<file path="src/rtl/piezo_pkg.sv">
// Shared constants and types for the piezo tone sequencer.
// Note increments assume the default 21-bit accumulator.
package piezo_pkg;

    localparam logic [8:0] NOTE_REST = 9'd0;
    localparam logic [8:0] NOTE_F    = 9'd17;
    localparam logic [8:0] NOTE_GS   = 9'd20;
    localparam logic [8:0] NOTE_A    = 9'd21;
    localparam logic [8:0] NOTE_CH   = 9'd25;
    localparam logic [8:0] NOTE_EH   = 9'd31;
    localparam logic [8:0] NOTE_FH   = 9'd33;

    typedef enum logic {
        ST_IDLE = 1'b0,
        ST_PLAY = 1'b1
    } state_e;

    // Counter width for a modulus of n (at least one bit)
    function automatic int cnt_w(input int n);
        return (n > 1) ? $clog2(n) : 1;
    endfunction

endpackage

</file>
<file path="src/rtl/piezo_nco.sv">
// Phase-accumulator oscillator; the square wave is the accumulator MSB.
// Sum is formed wide enough for either operand, then truncated (silent wrap).
module piezo_nco
    import piezo_pkg::*;
#(
    parameter int ACC_W = 21,
    parameter int INC_W = 9
) (
    input  logic             clk,
    input  logic             rst_n,
    input  logic             en,
    input  logic             clr,
    input  logic [INC_W-1:0] inc,
    output logic             msb
);

    localparam int SW = (ACC_W > INC_W) ? ACC_W : INC_W;

    logic [ACC_W-1:0] acc_q;
    logic [ACC_W-1:0] acc_d;
    logic [SW-1:0]    sum;

    // Next phase: clear wins over advance, otherwise hold
    always_comb begin
        sum   = SW'(acc_q) + SW'(inc);
        acc_d = acc_q;
        if (clr) begin
            acc_d = '0;
        end else if (en) begin
            acc_d = sum[ACC_W-1:0];
        end
    end

    // Phase accumulator register
    always_ff @(posedge clk or negedge rst_n) begin
        if (!rst_n) begin
            acc_q <= '0;
        end else begin
            acc_q <= acc_d;
        end
    end

    assign msb = acc_q[ACC_W-1];

endmodule

</file>
<file path="src/rtl/piezo_sequencer.sv">
// Single-voice step sequencer: writable increment table, fixed tempo,
// loop/stop control and an end-of-tune pulse, driving a piezo pin.
module piezo_sequencer
    import piezo_pkg::*;
#(
    parameter int ACC_W    = 21,
    parameter int INC_W    = 9,
    parameter int DEPTH    = 128,
    parameter int ADDR_W   = $clog2(DEPTH),
    parameter int TICK_DIV = 4194304
) (
    input  logic              clk,
    input  logic              rst_n,
    input  logic              start,
    input  logic              stop,
    input  logic              loop_en,
    input  logic [ADDR_W:0]   len,
    input  logic              wr_en,
    input  logic [ADDR_W-1:0] wr_addr,
    input  logic [INC_W-1:0]  wr_inc,
    output logic              busy,
    output logic [ADDR_W-1:0] step_idx,
    output logic              done,
    output logic              speaker
);

    localparam int TW = cnt_w(TICK_DIV);
    localparam logic [TW-1:0] TICK_LAST = TW'(TICK_DIV - 1);

    logic [INC_W-1:0]  mem_q [DEPTH];

    state_e            state_q, state_d;
    logic [ADDR_W-1:0] step_q, step_d;
    logic [TW-1:0]     tick_q, tick_d;
    logic [INC_W-1:0]  cur_q, cur_d;
    logic [ADDR_W:0]   len_q, len_d;
    logic              done_q, done_d;

    logic [ADDR_W-1:0] step_nxt;
    logic              last_step;
    logic              tick_end;
    logic              nco_clr;
    logic              nco_en;
    logic              nco_msb;

    assign step_nxt  = step_q + 1'b1;
    assign last_step = ({1'b0, step_q} == (len_q - 1'b1));
    assign tick_end  = (tick_q == TICK_LAST);

    // Step table write port; no reset so it maps to plain RAM
    always_ff @(posedge clk) begin
        if (wr_en) begin
            mem_q[wr_addr] <= wr_inc;
        end
    end

    // Playback control: start/stop, tempo counting and step advance
    always_comb begin
        state_d = state_q;
        step_d  = step_q;
        tick_d  = tick_q;
        cur_d   = cur_q;
        len_d   = len_q;
        done_d  = 1'b0;
        nco_clr = 1'b0;
        unique case (state_q)
            ST_IDLE: begin
                if (start && !stop) begin
                    if (len != '0) begin
                        state_d = ST_PLAY;
                        step_d  = '0;
                        tick_d  = '0;
                        cur_d   = mem_q[0];
                        len_d   = len;
                        nco_clr = 1'b1;
                    end else begin
                        done_d = 1'b1;
                    end
                end
            end
            ST_PLAY: begin
                if (stop) begin
                    state_d = ST_IDLE;
                    step_d  = '0;
                    tick_d  = '0;
                    cur_d   = '0;
                end else if (tick_end) begin
                    tick_d  = '0;
                    nco_clr = 1'b1;
                    if (!last_step) begin
                        step_d = step_nxt;
                        cur_d  = mem_q[step_nxt];
                    end else if (loop_en) begin
                        step_d = '0;
                        cur_d  = mem_q[0];
                    end else begin
                        state_d = ST_IDLE;
                        step_d  = '0;
                        cur_d   = '0;
                        done_d  = 1'b1;
                    end
                end else begin
                    tick_d = tick_q + 1'b1;
                end
            end
            default: begin
                state_d = ST_IDLE;
            end
        endcase
    end

    // Sequencer state registers
    always_ff @(posedge clk or negedge rst_n) begin
        if (!rst_n) begin
            state_q <= ST_IDLE;
            step_q  <= '0;
            tick_q  <= '0;
            cur_q   <= '0;
            len_q   <= '0;
            done_q  <= 1'b0;
        end else begin
            state_q <= state_d;
            step_q  <= step_d;
            tick_q  <= tick_d;
            cur_q   <= cur_d;
            len_q   <= len_d;
            done_q  <= done_d;
        end
    end

    assign nco_en = (state_q == ST_PLAY) && (cur_q != '0);

    piezo_nco #(
        .ACC_W (ACC_W),
        .INC_W (INC_W)
    ) u_nco (
        .clk   (clk),
        .rst_n (rst_n),
        .en    (nco_en),
        .clr   (nco_clr),
        .inc   (cur_q),
        .msb   (nco_msb)
    );

    // Pin is a gate of flop outputs only, so it drops with busy or a rest
    assign busy     = (state_q == ST_PLAY);
    assign step_idx = step_q;
    assign done     = done_q;
    assign speaker  = nco_msb & busy & (cur_q != '0);

endmodule

</file>
<file path="config.mk">
export PLATFORM = sky130hd
export DESIGN_NAME = piezo_sequencer
export DESIGN_NICKNAME = d
export VERILOG_FILES = /design/src/rtl/piezo_pkg.sv /design/src/rtl/piezo_nco.sv /design/src/rtl/piezo_sequencer.sv
export SDC_FILE = /design/constraint.sdc
export NUM_CORES = 2
export LEC_CHECK = 0
export BUFFER_PORTS_ARGS = -buffer_cell sky130_fd_sc_hd__buf_2
export CAP_MARGIN = 20
export CORE_ASPECT_RATIO = 0.8
export CORE_UTILIZATION = 40
export DETAILED_ROUTE_END_ITERATION = 7
export SLEW_MARGIN = 20
export SYNTH_ARGS = -nofsm -noshare
export SYNTH_HDL_FRONTEND = slang
export SYNTH_SLANG_ARGS = --single-unit
</file>
<file path="constraint.sdc">
create_clock -name clk -period 3.3 [get_ports clk]
set_input_delay 0.825 -clock clk [delete_from_list [all_inputs] [get_ports clk]]
set_output_delay 0.825 -clock clk [all_outputs]
set_load 0.02 [all_outputs]
</file>
### After elaboration in Yosys (flattened, before gate mapping)

Memory sizes are Yosys's and may differ from the RTL's.
Index checks and enable logic that the tools add are counted.

| cells by class | value |
|---|---|
| add/subtract/negate cells | 4 |
| equal/unequal tests | 5 |
| multiplexer cells | 39 |
| bitwise gates (word level) | 3 |
| reductions and logical operators | 9 |

Operators by type and width:

| kind | count |
|---|---|
| $mux 22 | 4 |
| $mux 9 | 6 |
| $pmux 22 s2 | 1 |
| $mux 21 | 2 |
| $mux 7 | 5 |
| $add 22x1->22 const B | 1 |
| $eq 22x22->1 const B | 1 |
| $add 21x9->21 | 1 |
| $pmux 9 s2 | 1 |
| $mux 1 | 16 |
| $pmux 7 s2 | 1 |
| $reduce_bool 9->1 | 1 |
| $eq 7x8->1 | 1 |
| $reduce_bool 8->1 | 1 |
| $sub 8x1->8 const B | 1 |
| $add 7x1->7 const B | 1 |
| $pmux 1 s2 | 3 |
| $reduce_and 3->1 | 2 |
| $ne 2x2->1 const B | 2 |
| $ne 3x2->1 const B | 1 |
| $and 1x1->1 | 2 |
| $logic_and 1x1->1 | 2 |
| $reduce_and 2->1 | 1 |
| $reduce_bool 2->1 | 1 |
| 2 further kinds | 2 |

| word-level totals | value |
|---|---|
| flip-flop bits (word level) | 69 |
| memory bits (writable) | 1152 |
| bits of input ports | 30 |
| output and inout bits | 10 |
| word-level logic and storage cells | 68 |
| memories | 1 |

Memory list:

| name | depth | bits a word | read ports | clocked after Yosys merged registers in | wr ports | RTL line | RTL |
|---|---|---|---|---|---|---|---|
| mem_q | 128 | 9 | 2 | 0 | 1 | piezo_sequencer.sv:30 | `logic [INC_W-1:0] mem_q [DEPTH];` |

### Longest topological paths before layout

| depth | value |
|---|---|
| depth after elaboration | 6 |
| depth in mapped cells | 13 |
| mapped depth without buffers | 9 |

### Cells and area by module

A second synthesis with hierarchy kept.

| second synthesis, totals | value |
|---|---|
| cell total of the unflattened synthesis | 2691 |
| area, all modules | 49103.3 µm² |

Modules (own cells, without submodules):

| module | instances | cells each | area an instance (µm²) | seq. area each (µm²) |
|---|---|---|---|---|
| piezo_sequencer | 1 | 2532 | 47589.4 | 35794.3 |
| piezo_nco | 1 | 159 | 1514.0 | 525.5 |

### Worst setup path before layout

No wires, ideal clock.

| timing | value |
|---|---|
| kind | reg2reg |
| start point | register step_q[1] (netlist: step_idx[1]) |
| end point | register cur_q[3] |
| setup time | 0.126 ns |
| data arrival time | 3.042 ns |
| required time | 3.174 ns |
| path slack | 0.132 ns |
| stages on the path, launching flop included | 11 |
| path buffers | 3 |
| period minus slack after synthesis | 3.168 ns |
| path through | dfrtp_1 ha_1 buf_4 buf_4 clkbuf_1 mux4_2 mux4_2 o2111a_1 a2111oi_2 nor3_1 a221o_1 |

| between the ends | value |
|---|---|
| longest elaborated chain between the ends | 6 |
| elaborated cells between the ends (all ways) | 7 |
| classes of those cells | 1 x add/sub; 1 x eq/ne; 4 x mux; 1 x memory |

Ends and longest elaborated chain:

| element | RTL line | RTL |
|---|---|---|
| start, declared | piezo_sequencer.sv:33 | `logic [ADDR_W-1:0] step_q, step_d;` |
| start signal, assigned | piezo_sequencer.sv:123 | `step_q <= step_d;` |
| $add 7x1->7 | piezo_sequencer.sv:46 | `assign step_nxt = step_q + 1'b1;` |
| $mem_v2 128x9 | -- |  |
| $mux 9 * | piezo_sequencer.sv:90 | `if (!last_step) begin` |
| $mux 9 * | piezo_sequencer.sv:87 | `end else if (tick_end) begin` |
| $mux 9 * | piezo_sequencer.sv:82 | `if (stop) begin` |
| $pmux 9 s2 * | piezo_sequencer.sv:66 | `unique case (state_q)` |
| end signal, assigned | piezo_sequencer.sv:125 | `cur_q <= cur_d;` |
| end, declared | piezo_sequencer.sv:35 | `logic [INC_W-1:0] cur_q, cur_d;` |

Mark *: on every way between the ends. The rest lies on a longest branch, timed or not. The select of a mux whose other input is x is not followed.
A chain may end at the register's enable or synchronous reset.

### Worst setup path after layout

| timing | value |
|---|---|
| start point | register step_q[0] (netlist: step_idx[0]) |
| end point | register cur_q[5] |

Same word-level chain as after synthesis.

==> summary.md <==
| Metric | Value |
|---|---|
| Maximum operating frequency | `304 MHz` |
| WL/cell | `between 20 and 30 um` |
| PD cells | `573 mW/mm2` |
| Leading cell types by total area after synthesis | `sky130_fd_sc_hd__edfxtp_1, sky130_fd_sc_hd__mux4_2, sky130_fd_sc_hd__dfrtp_1` |
| Total half-perimeter wirelength after legalization and detailed placement | `roughly 75000 um` |
| Number of antenna-violating nets in the routed design | `0` |
| All-Layer GR Usage | `0.195` |
| Width of the die | `around 400 um` |
| Global-route track usage on met2 | `0.283` |
| Total power draw | `between 30 and 40 mW` |
| Global-route layer with the greatest usage | `met1` |
| Endpoint type of the worst setup path | `flop` |
| Initial antenna violation count | `6` |
| Clock latency on the worst-skew pair | `730 ps` |
| Critical path start-end classification | `flop to flop` |
| Worst reg-to-reg setup slack | `10 ps` |
| Die area | `0.123 mm2` |
| Post-synth ARST share | `0.0565` |
| Post-synth net total | `2429` |
| Buffers and inverters on the worst path | `2` |
| Critical Path Max Stage Delay | `620 ps` |
| Pins Over Slew Limit | `0` |
| First DRT Iteration DRCs | `2808` |
| Cell row count | `~110` |
| Detailed-router iteration count before antenna repair | `8` |
| Worst IR Drop VDD | `0.000416 V` |
| Number of register bits inferred by synthesis | `1221` |
| Avg Synthesized Cell Area | `20.4 um2` |
| Setup TNS | `0 ps` |
| DIE HEIGHT | `314 um` |
| Required time at the worst-slack endpoint | `3900 ps` |
| Unique masters post-synth | `65` |
| Worst path top cell family by delay | `multiplexers` |
| Cell types with the highest counts after synthesis | `sky130_fd_sc_hd__edfxtp_1, sky130_fd_sc_hd__mux4_2, sky130_fd_sc_hd__nor2_1` |
| Wire length reported by the detailed router | `121000 um` |
| Maximum count of clock buffers along a single path | `3` |
| GRT Residual Overflow | `0` |
| Maximum number of pins on one net before global-route repair | `129` |
| Pleak | `around 18 nW` |
| Relative slew slack | `0.273` |
| Fillers | `9895` |
| Most repeated cell in the gate-level netlist after synthesis | `sky130_fd_sc_hd__edfxtp_1` |
| Violated checks | `design-rule violations` |
| Clock buffer count from CTS | `116` |
| Number of enable-type register cells in the synthesized netlist | `around 1200` |
| Cell Area, Synth | `between 0.04 and 0.05 mm2` |
| Nets | `2754` |
| Crit share post-route | `0.996` |
| Final Setup Violations | `0` |
| Slew @ Worst Pin | `1090 ps` |
| CTS Sinks | `1221` |
| Cell accounting for the most synthesized area | `sky130_fd_sc_hd__edfxtp_1` |
| Hold Vio Cnt, Final | `0` |
| M3 GR Usage | `0.0463` |
| Min-Delay Path Class | `input pin to asynchronous set/reset pin` |
| Data arrival time at the worst-slack endpoint | `~3900 ps` |
| Cells after Synth | `2386` |
| Placement-stage worst setup slack | `-85.8 ps` |
| Slowest cell on crit path | `sky130_fd_sc_hd__mux4_2` |
| Setup repair after global routing missed its margin | `yes` |
| Core utilization of the finished layout | `0.475` |
| Result of the run | `complete, but fails checks` |
| Initial core utilization | `0.404` |
| Post-route setup slack | `11.9 ps` |
| Syn. warnings | `0` |
| Input/output buffers | `39` |
| Vias in the first global route | `25148` |
| Vias | `25091` |
| Htree depth | `3` |
| Share of synthesized area occupied by flip-flops and latches | `0.745` |
| Met1 usage | `0.300` |
| Clock Tree Root | `sky130_fd_sc_hd__clkbuf_16` |
| Weighted congestion at the end of routability-driven global placement | `0.823` |
| Core box area | `0.121 mm2` |
| Share of final-layout standard cells stronger than drive strength 1 | `0.313` |
| Clock-pin slew on the worst setup and hold paths | `70 ps` |
| Share of the synthesized area in the top cell type | `0.709` |
| Max-Cap Viols | `0` |
| I/O pin total | `40` |
| Crit path cell chain | `ha_4 -> buf_4 -> buf_12 -> mux4_2 -> mux4_2 -> mux4_2 -> o2111ai_1 -> o31ai_1 -> a211o_1` |
| Clock tree from TritonCTS | `built` |
| Flip-flop cell with the highest count after synthesis | `sky130_fd_sc_hd__edfxtp_1` |
| First-pass GRT wire length | `175000 um` |
| Number of vias per cell after detailed routing | `5.66` |
| Maximum fanout along the worst path | `7` |
| Cell occurring most often along the worst timing path | `sky130_fd_sc_hd__mux4_2` |
| Type of origin of the critical path | `flop` |
| Worst clock skew | `between 30 and 40 ps` |
| Min cycle time layout | `~3300 ps` |
| Number of design rule violations left after detail routing | `6` |
| Area growth from synthesis to layout | `17.6%` |
[state kept, by name, indices dropped and copies added, names as in the netlist]
register / count
u_nco.acc_q: 21
mem_q: 1152
busy: 1
cur_q: 9
len_q: 8
tick_q: 22
done: 1
step_idx: 7
[per-stage QoR]
stage | cell area [um2] | hold WS [ps] | std cells
6_report | 57300 | 113 | 4435
3_5_place_dp | 52900 | 479 | 4201
5_1_grt | 57300 | 124 | 4435
3_3_place_gp | 52900 | 484 | 4201
4_1_cts | 56900 | 74.6 | 4417
2_1_floorplan | 48800 | 455 | 2386
[power by group]
| part | internal [mW] | total (mW) | switching (mW) |
|---|---|---|---|
| Combinational | 0.551 | 1.54 | 0.986 |
| Sequential | 17.1 | 17.3 | 0.211 |
| Clock | 8.22 | 14.0 | 5.77 |
| Total | 25.9 | 32.9 | 6.97 |
[final timing paths]
| kind | start | to | cells past startpoint |
|---|---|---|---|
| setup / recovery | step_idx[0]$_DFFE_PN0P_ | cur_q[5]$_DFFE_PN0P_ | 9 |
| hold / removal | rst_n | tick_q[21]$_DFFE_PN0P_ | 1 |
| setup reg to reg | step_idx[0]$_DFFE_PN0P_ | cur_q[5]$_DFFE_PN0P_ | 9 |
| hold reg to reg | mem_q[0][5]$_DFFE_PP_ | cur_q[5]$_DFFE_PN0P_ | 1 |
| max in group asynchronous | rst_n | u_nco.acc_q[18]$_DFFE_PN0P_ | 2 |
| min in group clk | len[6] | len_q[6]$_DFFE_PN0P_ | 3 |
[layout make-up]
class / instances / area (um2) / area share
well taps: 1624 / 2030 / 0.0354
clock buffers: 145 / 3140 / 0.0547
repair buffers: 327 / 3020 / 0.0526
diodes: 2 / 5.00 / 0.0000873
flip-flops and latches: 1221 / 36300 / 0.633
inverters: 11 / 41.3 / 0.000720
clock inverters: 71 / 878 / 0.0153
multi-input cells: 1034 / 11900 / 0.208
[metal layers]
layer	routed length, um	up-vias
li1	-	10523
met1	54300	13314
met2	53700	1104
met3	11100	144
met4	1790	6
met5	36	-
[layout by cell type, fill, tap and decap left out, drive strengths merged, types with 7 or more instances in the layout]
cell type	netlist	routed
edfxtp	1152	1152
o21ai	53	53
o21a	9	9
buf	69	320
mux4	331	331
xnor2	15	15
and3	7	7
xor2	19	19
a221o	7	7
o221a	7	7
or2	7	7
bufinv	0	19
a21oi	22	22
nand2	99	99
nand4	18	18
nor2b	10	10
nor4	9	9
inv	11	14
o2111a	8	8
dfrtp	69	69
clkinv	0	44
ha	12	12
a2111oi	7	7
nand3	48	48
a31oi	9	9
mux2i	73	73
nor2	176	176
nor3	24	24
o31ai	10	10
clkbuf	51	152
[cells by family after synthesis]
group,Yosys count,share of synthesized area
AO/OA/AOI/OAI,157,0.0231
XOR/XNOR,35,0.00688
adder cells (fa/ha/maj),13,0.00349
buffers and inverters,131,0.0141
flip-flops,1221,0.745
multiplexers,410,0.169
AND/OR/NAND/NOR,419,0.0385
[timing repair]
action / in CTS / in global routing
cloned: 0 / 7
gates resized for setup: 6 / 22
pin swaps: 0 / 1
hold buffers: 0 / 0
setup endpoints to repair: 5 / 9
hold endpoints to repair: 0 / 0
buffers inserted: 0 / 9
Note: power is estimated with default switching activity, not from simulation.
